==> config.mk <==
export PLATFORM = sky130hd
export DESIGN_NAME = adc_32
export DESIGN_NICKNAME = d
export VERILOG_FILES = /design/src/rtl/adc_32_pkg.sv /design/src/rtl/adc_32_cla4.sv /design/src/rtl/adc_32.sv
export SDC_FILE = /design/constraint.sdc
export NUM_CORES = 1
export LEC_CHECK = 0
export CAP_MARGIN = 5
export CORE_MARGIN = 1.5
export CORE_UTILIZATION = 38
export CTS_BUF_LIST = sky130_fd_sc_hd__clkbuf_16
export CTS_CLUSTER_SIZE = 20
export DETAILED_ROUTE_END_ITERATION = 10
export PLACE_DENSITY = 0.77
export SYNTH_ARGS = -nofsm -noshare
export SYNTH_HDL_FRONTEND = slang
export SYNTH_SLANG_ARGS = --single-unit
==> constraint.sdc <==
create_clock -name clk -period 0.8 [get_ports clk]
set_clock_uncertainty 0.05 [all_clocks]
set_input_delay 0.16 -clock clk [delete_from_list [all_inputs] [get_ports clk]]
set_output_delay 0.16 -clock clk [all_outputs]
set_load 0.05 [all_outputs]
==> src/rtl/adc_32_pkg.sv <==
// Shared constants and the carry-lookahead helper for the adc_32 adder.
// The helper is used both inside each 4-bit group and across groups.
package adc_32_pkg;

    localparam int ADC_WIDTH  = 32;
    localparam int GROUP_SIZE = 4;

    // Carry into position n (0..4) of a 4-wide block, written as a flat
    // sum of products of generate/propagate terms rather than a ripple chain.
    function automatic logic lookahead_carry(
        input logic [3:0] g,
        input logic [3:0] p,
        input logic       cin,
        input int         n
    );
        logic c;
        logic term;
        c = cin;
        for (int k = 0; k < 4; k++) begin
            if (k < n) begin
                c = c & p[k];
            end
        end
        for (int m = 0; m < 4; m++) begin
            if (m < n) begin
                term = g[m];
                for (int q = 0; q < 4; q++) begin
                    if (q > m && q < n) begin
                        term = term & p[q];
                    end
                end
                c = c | term;
            end
        end
        return c;
    endfunction

endpackage

==> src/rtl/adc_32_cla4.sv <==
// 4-bit carry-lookahead slice: local sum from an external carry-in plus
// group generate/propagate for the next lookahead level.
module cla4
    import adc_32_pkg::*;
(
    input  logic [GROUP_SIZE-1:0] a,
    input  logic [GROUP_SIZE-1:0] b,
    input  logic                  cin,
    output logic [GROUP_SIZE-1:0] s,
    output logic                  g,
    output logic                  p
);

    logic [GROUP_SIZE-1:0] gen;
    logic [GROUP_SIZE-1:0] prop;
    logic [GROUP_SIZE-1:0] carry;

    assign gen  = a & b;
    assign prop = a ^ b;

    generate
        for (genvar gi = 0; gi < GROUP_SIZE; gi++) begin : g_carry
            assign carry[gi] = lookahead_carry(gen, prop, cin, gi);
        end
    endgenerate

    assign s = prop ^ carry;

    // Group terms depend only on a/b so the upper level never waits on cin.
    assign g = lookahead_carry(gen, prop, 1'b0, GROUP_SIZE);
    assign p = &prop;

endmodule

==> src/rtl/adc_32.sv <==
// Registered WIDTH-bit adder with carry-in/carry-out built from cla4 groups,
// with a second lookahead level over blocks of four groups.
module adc_32
    import adc_32_pkg::*;
#(
    parameter int WIDTH = ADC_WIDTH
) (
    input  logic             clk,
    input  logic             rst_n,
    input  logic [WIDTH-1:0] A,
    input  logic [WIDTH-1:0] B,
    input  logic             C0,
    output logic [WIDTH-1:0] S,
    output logic             Co
);

    localparam int NG  = WIDTH / GROUP_SIZE;
    localparam int NSG = (NG + 3) / 4;

    logic [NG-1:0]      g_grp;
    logic [NG-1:0]      p_grp;
    logic [NSG*4-1:0]   g_pad;
    logic [NSG*4-1:0]   p_pad;
    logic [NSG-1:0]     g_sg;
    logic [NSG-1:0]     p_sg;
    logic [NSG:0]       c_sg;
    logic [NSG*4:0]     c_grp;
    logic [WIDTH-1:0]   sum_next;
    logic               co_next;
    logic [WIDTH-1:0]   s_reg;
    logic               co_reg;

    generate
        for (genvar gi = 0; gi < NG; gi++) begin : g_slice
            cla4 u_cla4 (
                .a   (A[gi*GROUP_SIZE +: GROUP_SIZE]),
                .b   (B[gi*GROUP_SIZE +: GROUP_SIZE]),
                .cin (c_grp[gi]),
                .s   (sum_next[gi*GROUP_SIZE +: GROUP_SIZE]),
                .g   (g_grp[gi]),
                .p   (p_grp[gi])
            );
        end

        // Unused group slots above NG neither generate nor propagate.
        for (genvar gi = 0; gi < NSG*4; gi++) begin : g_pad_gen
            if (gi < NG) begin : g_real
                assign g_pad[gi] = g_grp[gi];
                assign p_pad[gi] = p_grp[gi];
            end else begin : g_fill
                assign g_pad[gi] = 1'b0;
                assign p_pad[gi] = 1'b0;
            end
        end

        for (genvar gi = 0; gi < NSG; gi++) begin : g_super
            assign g_sg[gi] = lookahead_carry(g_pad[gi*4 +: 4], p_pad[gi*4 +: 4], 1'b0, 4);
            assign p_sg[gi] = &p_pad[gi*4 +: 4];
            for (genvar gj = 0; gj < 4; gj++) begin : g_grp_carry
                assign c_grp[gi*4+gj] =
                    lookahead_carry(g_pad[gi*4 +: 4], p_pad[gi*4 +: 4], c_sg[gi], gj);
            end
        end
    endgenerate

    assign c_grp[NSG*4] = c_sg[NSG];

    // Block carries in sum-of-products form over the block generate/propagate.
    always_comb begin
        logic acc;
        logic term;
        acc  = 1'b0;
        term = 1'b0;
        c_sg = '0;
        c_sg[0] = C0;
        for (int k = 0; k < NSG; k++) begin
            acc = C0;
            for (int j = 0; j <= k; j++) begin
                acc = acc & p_sg[j];
            end
            for (int m = 0; m <= k; m++) begin
                term = g_sg[m];
                for (int q = m + 1; q <= k; q++) begin
                    term = term & p_sg[q];
                end
                acc = acc | term;
            end
            c_sg[k+1] = acc;
        end
    end

    assign co_next = c_grp[NG];

    always_ff @(posedge clk or negedge rst_n) begin
        if (!rst_n) begin
            s_reg  <= '0;
            co_reg <= 1'b0;
        end else begin
            s_reg  <= sum_next;
            co_reg <= co_next;
        end
    end

    assign S  = s_reg;
    assign Co = co_reg;

endmodule

==> impl_metrics.yaml <==
power:
  peakVddDrop_mv: 1.54
  finalPower_mw: 10.1
  pwr_density_cell_mw_per_mm2: 1940
  p_leak_nw: 2.37
min_path:
  hold_start: "B[12]"
  hold_path.class: "in2reg"
sta:
  timing_worst_slew_pin_value_ns: 0.412
  rsz0062_at_grt: "yes"
  fmax_mhz: 382
  finalSetupViolCount: 66
  hold_viol: 0
  min_period_ns: 2.62
  slew_headroom_pct: 72.4
  setup_ws_ns: -1.82
  slew_violations: 0
  fin_crit_sh_pct: 327
synth:
  synthFlopType: "dfrtp_1"
  synthCells: 193
  synth.top_cell.area_share_pct: 37.6
  ys_ff_latch: 33
  seq_area_frac_synth_pct: 37.6
  yosys_warnings: 0
  syn_area_per_cell_um2: 11.4
  synth_nets: 308
  synth_cell_types: 28
  synthArstFlopShare_pct: 100
  syn_area_mm2: 0.00220
  synth_area_leader_cell: "dfrtp_1"
  synth-edff-count: 0
  synth.area.top_cells: "dfrtp_1 38%, ha_1 23%, fa_1 7.3%, o21a_1 5.8%, nor2_1 3.6%"
setup_path:
  crit_type: "in2reg"
  critical_path.startpoint: "A[9]"
  slowest_delay_ns: 0.33
  cp_cell_sequence: "buf_6 > ha_4 > buf_6 > nand4_1 > nor2_4 > o311a_4 > nor4_4 > o31ai_2 > ha_2 > o21a_1 > o21a_1 > nor2_2 > xnor2_1"
  cp-end-kind: "flop"
  crit_fanout: 3
  cp_slowest_cell: "o31ai_2"
  startpoint_type: "primary input"
  cp.required_ns: 0.94
  crit_arrival_ns: 2.76
run_status:
  outcome: "finished, violations left"
  violations: "negative setup slack"
clock_tree:
  clkSlewWorstSetupHoldPaths_ns: 0.06
  clkSinkCount: 33
  cts_tree: "yes"
  cts-root-buf: "clkbuf_16"
  htreeDepth: 2
  numCtsBuffers: 5
  clockBufferDepth: 2
route:
  wl_per_cell_um: 29.2
  drtPass1Iterations: 5
  vias_per_cell: 6.12
  ant_nets: 0
  initialDrtViolationCount: 191
  route.detailed.drc: 0
  wl_um: 14000
  vias: 2926
finish:
  fin_nets: 521
  drive_above_1_share_pct: 67.7
  final_cell_count_no_fill: 478
  finalCoreUtilization_pct: 94.1
  area_growth_pct: 137
  multi_input_area_mm2: 0.00205
  seqCellArea_um2: 826
  nFillCells: 147
  antenna_cells: 0
global_route:
  grt.total_usage_pct: 33.2
  first_global_vias: 2956
  grt_overflow: 0
  grt_pass1_wl_um: 15300
  antenna_found_initial: 0
  grt_start_max_net_pins: 34
die:
  rows: 27
  dieWidth_um: 79.0
  initial_core_util_pct: 39.6
  die-area_mm2: 0.00624
  die_h_um: 79.0
  ios: 100
  core_mm2: 0.00554
place:
  place_inst: 435
  portBuffers: 99
  place_congestion: 0.820
  dp_hpwl_um: 5520
  place_ws_ns: -2.22
job:
  maxCapViolations: 0
worst max-delay path: cells and delay by family:
family,cells,cell delay [ns]
AO/OA/AOI/OAI,4,1.00
AND/OR/NAND/NOR,4,0.70
adder cells (fa/ha/maj),2,0.52
buffers and inverters,2,0.20
XOR/XNOR,1,0.17
layout make-up:
class | count | area share (%)
Inverter | 2 | 0.192
Tap cell | 72 | 1.73
Multi-Input combinational cell | 158 | 39.3
Timing Repair Buffer | 206 | 40.5
Clock buffer | 5 | 2.40
Sequential cell | 33 | 15.8
Clock inverter | 2 | 0.144
through the flow:
step	hold slack [ns]	setup TNS, ns	area [um^2]
CTS	0.233	-44.64	4940
detailed placement	0.0894	-58.29	4390
global placement	0.0832	-56.23	4390
finish	0.248	-51.53	5220
floorplan	-0.186	-33.83	2440
global route	0.246	-52.26	5220
cell families after synthesis:
logic type | after synthesis | share of synthesized area, %
fa+ha+maj | 48 | 30.1
compound gates | 47 | 14.8
simple gates | 47 | 10.8
flops | 33 | 37.6
xor+xnor | 16 | 6.38
buf+inv | 2 | 0.342
path summary, 6_finish.rpt:
kind | endpoint | slack [ns] | cells past startpoint
worst min-delay path | S[12] | 0.25 | 3
max in group asynchronous | S[18] | 0.14 | 3
worst max-delay path | S[31] | -1.82 | 13
min in group asynchronous | S[22] | 0.35 | 3
cell usage after synthesis, types with 2 or more instances:
master and n:
a21oi_1 11, or3_1 3, xor2_1 8, nand4_1 5, nor3_1 10, fa_1 8
a21o_1 8, ha_1 40, o21ai_0 2, inv_1 2, nor2_1 21, nand2_1 4
o21a_1 17, dfrtp_1 33, xnor2_1 8
flip-flops by register name (all words and copies together), names as in the netlist:
signal  count
S          32
Co          1
routing by layer:
| metal | wire, um | GRT usage (%) | vias up |
|---|---|---|---|
| li1 | - | - | 1128 |
| met1 | 4470 | 32.5 | 1396 |
| met5 | 0 | 0 | - |
| met2 | 6730 | 62.9 | 285 |
| met3 | 1320 | 8.74 | 117 |
| met4 | 1460 | 17.7 | 0 |
power by group:
part / switching [mW] / internal [mW] / leakage (nW)
Sequential: 0.371 / 2.01 / 0.382
Clock: 0.770 / 1.12 / 0.0685
Combinational: 2.93 / 2.92 / 1.92
Total: 4.07 / 6.04 / 2.37
cells in the final DEF, fill, tap and decap left out, drive strengths merged, types with 3 or more instances in the layout:
master | synthesis | layout
xor2 | 8 | 8
dlymetal6s2s | 0 | 6
clkdlybuf4s15 | 0 | 3
nand4 | 5 | 5
a21oi | 11 | 11
dlygate4sd2 | 0 | 6
o21ai | 3 | 3
inv | 2 | 3
clkdlybuf4s50 | 0 | 12
a21o | 8 | 8
o21a | 17 | 17
buf | 0 | 165
or3 | 3 | 3
fa | 8 | 8
clkbuf | 0 | 18
ha | 40 | 40
dfrtp | 33 | 33
nand2 | 4 | 4
nor3 | 10 | 10
nor2 | 21 | 21
xnor2 | 8 | 8
timing repair:
action,4_1_cts,5_1_grt
hold endpoints to repair,33,0
resized for setup,194,89
hold buffers,1,0
setup endpoints to repair,66,65
pin swaps,83,55
setup buffers,22,19
No activity file was read; power rests on OpenSTA's default activity.
